--- src/rtl/simd_operand_fifo.sv ---
// First-word-fall-through staging FIFO for SIMD bilinear-interpolation operand bundles.
// Head outputs are zeroed when empty and per lane when that lane's enable is clear.
module simd_operand_fifo #(
  parameter int unsigned LANES  = 4,
  parameter int unsigned PIX_W  = 8,
  parameter int unsigned FRAC_W = 8,
  parameter int unsigned DEPTH  = 4
) (
  input  logic                             clk,
  input  logic                             rst_n,
  input  logic                             flush,
  input  logic                             in_valid,
  output logic                             in_ready,
  input  logic [LANES-1:0][PIX_W-1:0]      I00_in,
  input  logic [LANES-1:0][PIX_W-1:0]      I10_in,
  input  logic [LANES-1:0][PIX_W-1:0]      I01_in,
  input  logic [LANES-1:0][PIX_W-1:0]      I11_in,
  input  logic [LANES-1:0][FRAC_W-1:0]     alpha_in,
  input  logic [LANES-1:0][FRAC_W-1:0]     beta_in,
  input  logic [LANES-1:0]                 lane_en_in,
  output logic                             out_valid,
  input  logic                             out_ready,
  output logic [LANES-1:0][PIX_W-1:0]      I00_out,
  output logic [LANES-1:0][PIX_W-1:0]      I10_out,
  output logic [LANES-1:0][PIX_W-1:0]      I01_out,
  output logic [LANES-1:0][PIX_W-1:0]      I11_out,
  output logic [LANES-1:0][FRAC_W-1:0]     alpha_out,
  output logic [LANES-1:0][FRAC_W-1:0]     beta_out,
  output logic [LANES-1:0]                 lane_en_out,
  output logic [$clog2(DEPTH+1)-1:0]       count
);

  localparam int unsigned CntW = $clog2(DEPTH + 1);
  localparam int unsigned PtrW = $clog2(DEPTH);

  logic [LANES-1:0][PIX_W-1:0]  i00_mem   [DEPTH];
  logic [LANES-1:0][PIX_W-1:0]  i10_mem   [DEPTH];
  logic [LANES-1:0][PIX_W-1:0]  i01_mem   [DEPTH];
  logic [LANES-1:0][PIX_W-1:0]  i11_mem   [DEPTH];
  logic [LANES-1:0][FRAC_W-1:0] alpha_mem [DEPTH];
  logic [LANES-1:0][FRAC_W-1:0] beta_mem  [DEPTH];
  logic [LANES-1:0]             en_mem    [DEPTH];

  logic [PtrW-1:0] wr_ptr_q, wr_ptr_d;
  logic [PtrW-1:0] rd_ptr_q, rd_ptr_d;
  logic [CntW-1:0] count_q, count_d;
  logic            push, pop;

  // in_ready depends only on state (and reset), never on out_ready.
  assign in_ready  = rst_n & (count_q < CntW'(DEPTH));
  assign out_valid = (count_q != '0);
  assign push      = in_valid & in_ready;
  assign pop       = out_valid & out_ready;
  assign count     = count_q;

  always_comb begin
    wr_ptr_d = wr_ptr_q;
    rd_ptr_d = rd_ptr_q;
    count_d  = count_q;
    if (flush) begin
      wr_ptr_d = '0;
      rd_ptr_d = '0;
      count_d  = '0;
    end else begin
      if (push) wr_ptr_d = wr_ptr_q + PtrW'(1);
      if (pop)  rd_ptr_d = rd_ptr_q + PtrW'(1);
      unique case ({push, pop})
        2'b10:   count_d = count_q + CntW'(1);
        2'b01:   count_d = count_q - CntW'(1);
        default: count_d = count_q;
      endcase
    end
  end

  always_ff @(posedge clk or negedge rst_n) begin
    if (!rst_n) begin
      wr_ptr_q <= '0;
      rd_ptr_q <= '0;
      count_q  <= '0;
    end else begin
      wr_ptr_q <= wr_ptr_d;
      rd_ptr_q <= rd_ptr_d;
      count_q  <= count_d;
    end
  end

  // Storage is deliberately left unreset; output masking hides stale contents.
  always_ff @(posedge clk) begin
    if (push && !flush) begin
      i00_mem[wr_ptr_q]   <= I00_in;
      i10_mem[wr_ptr_q]   <= I10_in;
      i01_mem[wr_ptr_q]   <= I01_in;
      i11_mem[wr_ptr_q]   <= I11_in;
      alpha_mem[wr_ptr_q] <= alpha_in;
      beta_mem[wr_ptr_q]  <= beta_in;
      en_mem[wr_ptr_q]    <= lane_en_in;
    end
  end

  always_comb begin
    I00_out     = '0;
    I10_out     = '0;
    I01_out     = '0;
    I11_out     = '0;
    alpha_out   = '0;
    beta_out    = '0;
    lane_en_out = out_valid ? en_mem[rd_ptr_q] : '0;
    for (int k = 0; k < LANES; k++) begin
      if (lane_en_out[k]) begin
        I00_out[k]   = i00_mem[rd_ptr_q][k];
        I10_out[k]   = i10_mem[rd_ptr_q][k];
        I01_out[k]   = i01_mem[rd_ptr_q][k];
        I11_out[k]   = i11_mem[rd_ptr_q][k];
        alpha_out[k] = alpha_mem[rd_ptr_q][k];
        beta_out[k]  = beta_mem[rd_ptr_q][k];
      end
    end
  end

endmodule

--- config.mk ---
export PLATFORM = sky130hd
export DESIGN_NAME = simd_operand_fifo
export DESIGN_NICKNAME = d
export VERILOG_FILES = /design/src/rtl/simd_operand_fifo.sv
export SDC_FILE = /design/constraint.sdc
export NUM_CORES = 1
export LEC_CHECK = 0
export ABC_CLOCK_PERIOD_IN_PS = 5700
export BUFFER_PORTS_ARGS = -buffer_cell sky130_fd_sc_hd__buf_2
export CORE_UTILIZATION = 52
export DETAILED_ROUTE_END_ITERATION = 7
export GPL_TIMING_DRIVEN = 1
export PLACE_DENSITY = 0.86
export SLEW_MARGIN = 20
export SYNTH_ARGS = -nofsm -noshare
export SYNTH_HDL_FRONTEND = slang
export SYNTH_SLANG_ARGS = --single-unit
--- constraint.sdc ---
create_clock -name clk -period 5.7 [get_ports clk]
set_input_delay 0.285 -clock clk [delete_from_list [all_inputs] [get_ports clk]]
set_output_delay 0.285 -clock clk [all_outputs]
set_load 0.03 [all_outputs]
==> results.ini <==
[placement]
port-buffer-count = 401
dp_hpwl_mm = 35.4
dp.cells = 2397
placed_area_um2 = 32800
dp_slack_ns = 2.51
gp_congestion = 0.762

[timing]
finalHoldViolCount = 0
holdWs_ns = 0.0655
relSlewSlack = 0.313
finalMaxSlewViolations = 0
worstMarginPinSlew_ns = 1.03
fin_ws_ns = 1.88
setup_viol = 0
finalCriticalPeriod_ns = 3.82
finalCritPeriodShare = 0.671
clock-skew-final_ns = 0.0160
tns_ns = 0
max_freq_ghz = 0.262
rsz0062_at_grt = no

[critical_path]
cp-end-kind = primary output
crit_type = flop to primary output
required_ns = 5.41
cp_max_fo = 51
r2r_setup_slack_ns = 2.83
cp.arrival_ns = 3.54
start_kind = flop

[synthesis]
synth.most_common_cell = edfxtp_1
yosysWarnings = 0
synth_nets = 1517
ys_seq_area_frac = 0.786
synth_edf_count = 784
synth_cells = 1311
synthesis.area_um2 = 30200
synth_largest_area_cell = edfxtp_1
synth_common_cells = 784 x edfxtp_1, 196 x mux4_2, 192 x and3_1
syn_area_per_cell_um2 = 23.0
synth_cell_types = 26
synth_flop_cell = edfxtp_1
synth_top_area_frac = 0.780
synth_seq_cells = 791
yosys-top-cells-area = edfxtp_1 78%, mux4_2 15%, and3_1 4.0%
synthArstFlopShare = 0.00885

[pwr]
powerDensity_nw_per_um2 = 437
peakVddDrop_uv = 339
p_leak_nw = 13.4
p_total_mw = 16.3

[global_routing]
antenna_found_initial = 7
track_usage = 0.233
grt_pass1_wl_mm = 103
grt_overflow = 0
grt_pass1_vias = 17100
grt_max_degree = 134

[clocking]
clockRootBuffer = clkbuf_16
clock-sinks = 791
numCtsBuffers = 78
insertion_delay_ns = 0.59
clk_path_buf_depth = 3
clkTransAtPathRegs_ns = 0.06
cts_tree = yes
cts_htree_levels = 3

[run_status]
outcome = completed

[route]
routed_wl_mm = 68.6
drt_pre_antenna_iters = 5
drtIter0Drc = 1206
final_antenna_net_count = 0
via_per_inst = 5.81
wire_per_inst_um = 25.0
drc = 0
vias = 15900

[floorplan]
dieArea_um2 = 59000
die_h_um = 243
initial_core_util = 0.530
pin_count = 402
core_um2 = 56900
core.rowCount = 87
die_w_um = 243

[final_layout]
syn2layout_area_growth_pct = 23.5
drive_gt1_frac = 0.366
fin_nets = 2125
fin_cells = 2741
fin_util = 0.655
fin_area_um2 = 37300

[worst_hold_path]
hold_class = input pin to flop

[job]
cap_violations = 0

## placed cells by master, fill, tap and decap left out, types with 4 or more instances in the layout
cell / n
bufinv_16: 6
and3_1: 192
edfxtp_1: 784
clkbuf_16: 79
dlygate4sd3_1: 198
inv_1: 6
ha_1: 4
diode_2: 5
nand2_1: 4
clkinv_2: 7
clkinv_1: 14
buf_4: 7
and2_4: 4
clkbuf_1: 24
dfrtp_1: 5
buf_12: 9
nor2_1: 8
mux4_2: 196
buf_2: 401
## sequential cells by signal, summed over array words and instances (netlist names)
signal     cells
alpha_mem    128
i01_mem      128
wr_ptr_q       2
beta_mem     128
count          3
en_mem        16
rd_ptr_q       2
i10_mem      128
i00_mem      128
i11_mem      128
## where the power goes
group	internal [mW]	switching (mW)
clock	2.84	2.11
sequential	6.58	0.148
combinational	1.68	2.93
total	11.1	5.18
## worst max-delay path, cell delays in order, from the launching register on
cell and delay [ns]:
dfrtp_4 0.74, buf_4 0.67, mux4_2 0.94, and3_1 0.32, buf_2 0.22
## path summary, 6_finish.rpt
| kind | endpoint | depth (start not counted) | start |
|---|---|---|---|
| min reg2reg | wr_ptr_q[1]$_DFFE_PN0P_ | 2 | wr_ptr_q[1]$_DFFE_PN0P_ |
| min in group asynchronous | wr_ptr_q[0]$_DFFE_PN0P_ | 2 | rst_n |
| max | beta_out[11] | 4 | rd_ptr_q[1]$_DFFE_PN0P_ |
| min | rd_ptr_q[1]$_DFFE_PN0P_ | 4 | out_ready |
| max in group asynchronous | rd_ptr_q[0]$_DFFE_PN0P_ | 2 | rst_n |
| max reg2reg | i10_mem[2][29]$_DFFE_PP_ | 4 | count[2]$_DFFE_PN0P_ |
## cell type report
class                   instances  area, µm²
flip-flops and latches        791      23700
fillers                      3459      19700
multi-input cells             427       5910
repair buffers                615       4220
clock buffers                 103       2070
well taps                     756        946
clock inverters                38        378
inverters                       6       22.5
diodes                          5       12.5
## per-layer routing
layer  track usage  vias up  wire (µm)
li1              -     6752          -
met1         0.283     8206      24800
met2         0.408      816      36800
met3        0.0580      136       5250
met4        0.0762        2       1790
met5             0        -         11
## kinds of logic (layout without fill, tap and decap cells)
group                      count (synthesis)  in the layout  share of synthesized area
other                                      0              5                          0
buffers and inverters                     93            762                     0.0193
adders and majority gates                  5              5                    0.00232
DFF                                      791            791                      0.786
AOI/OAI and AO/OA                          3              3                   0.000580
muxes                                    200            200                      0.148
xor gates and xnor gates                   4              4                    0.00116
and+or+nand+nor                          215            215                     0.0435
## repair_timing
item,4_1_cts,5_1_grt
hold buffers,198,0
endpoints found under the setup margin,0,0
gates resized for setup,0,0
buffers inserted,0,0
hold endpoints to repair,797,0
(Power assumes the default switching activity.)
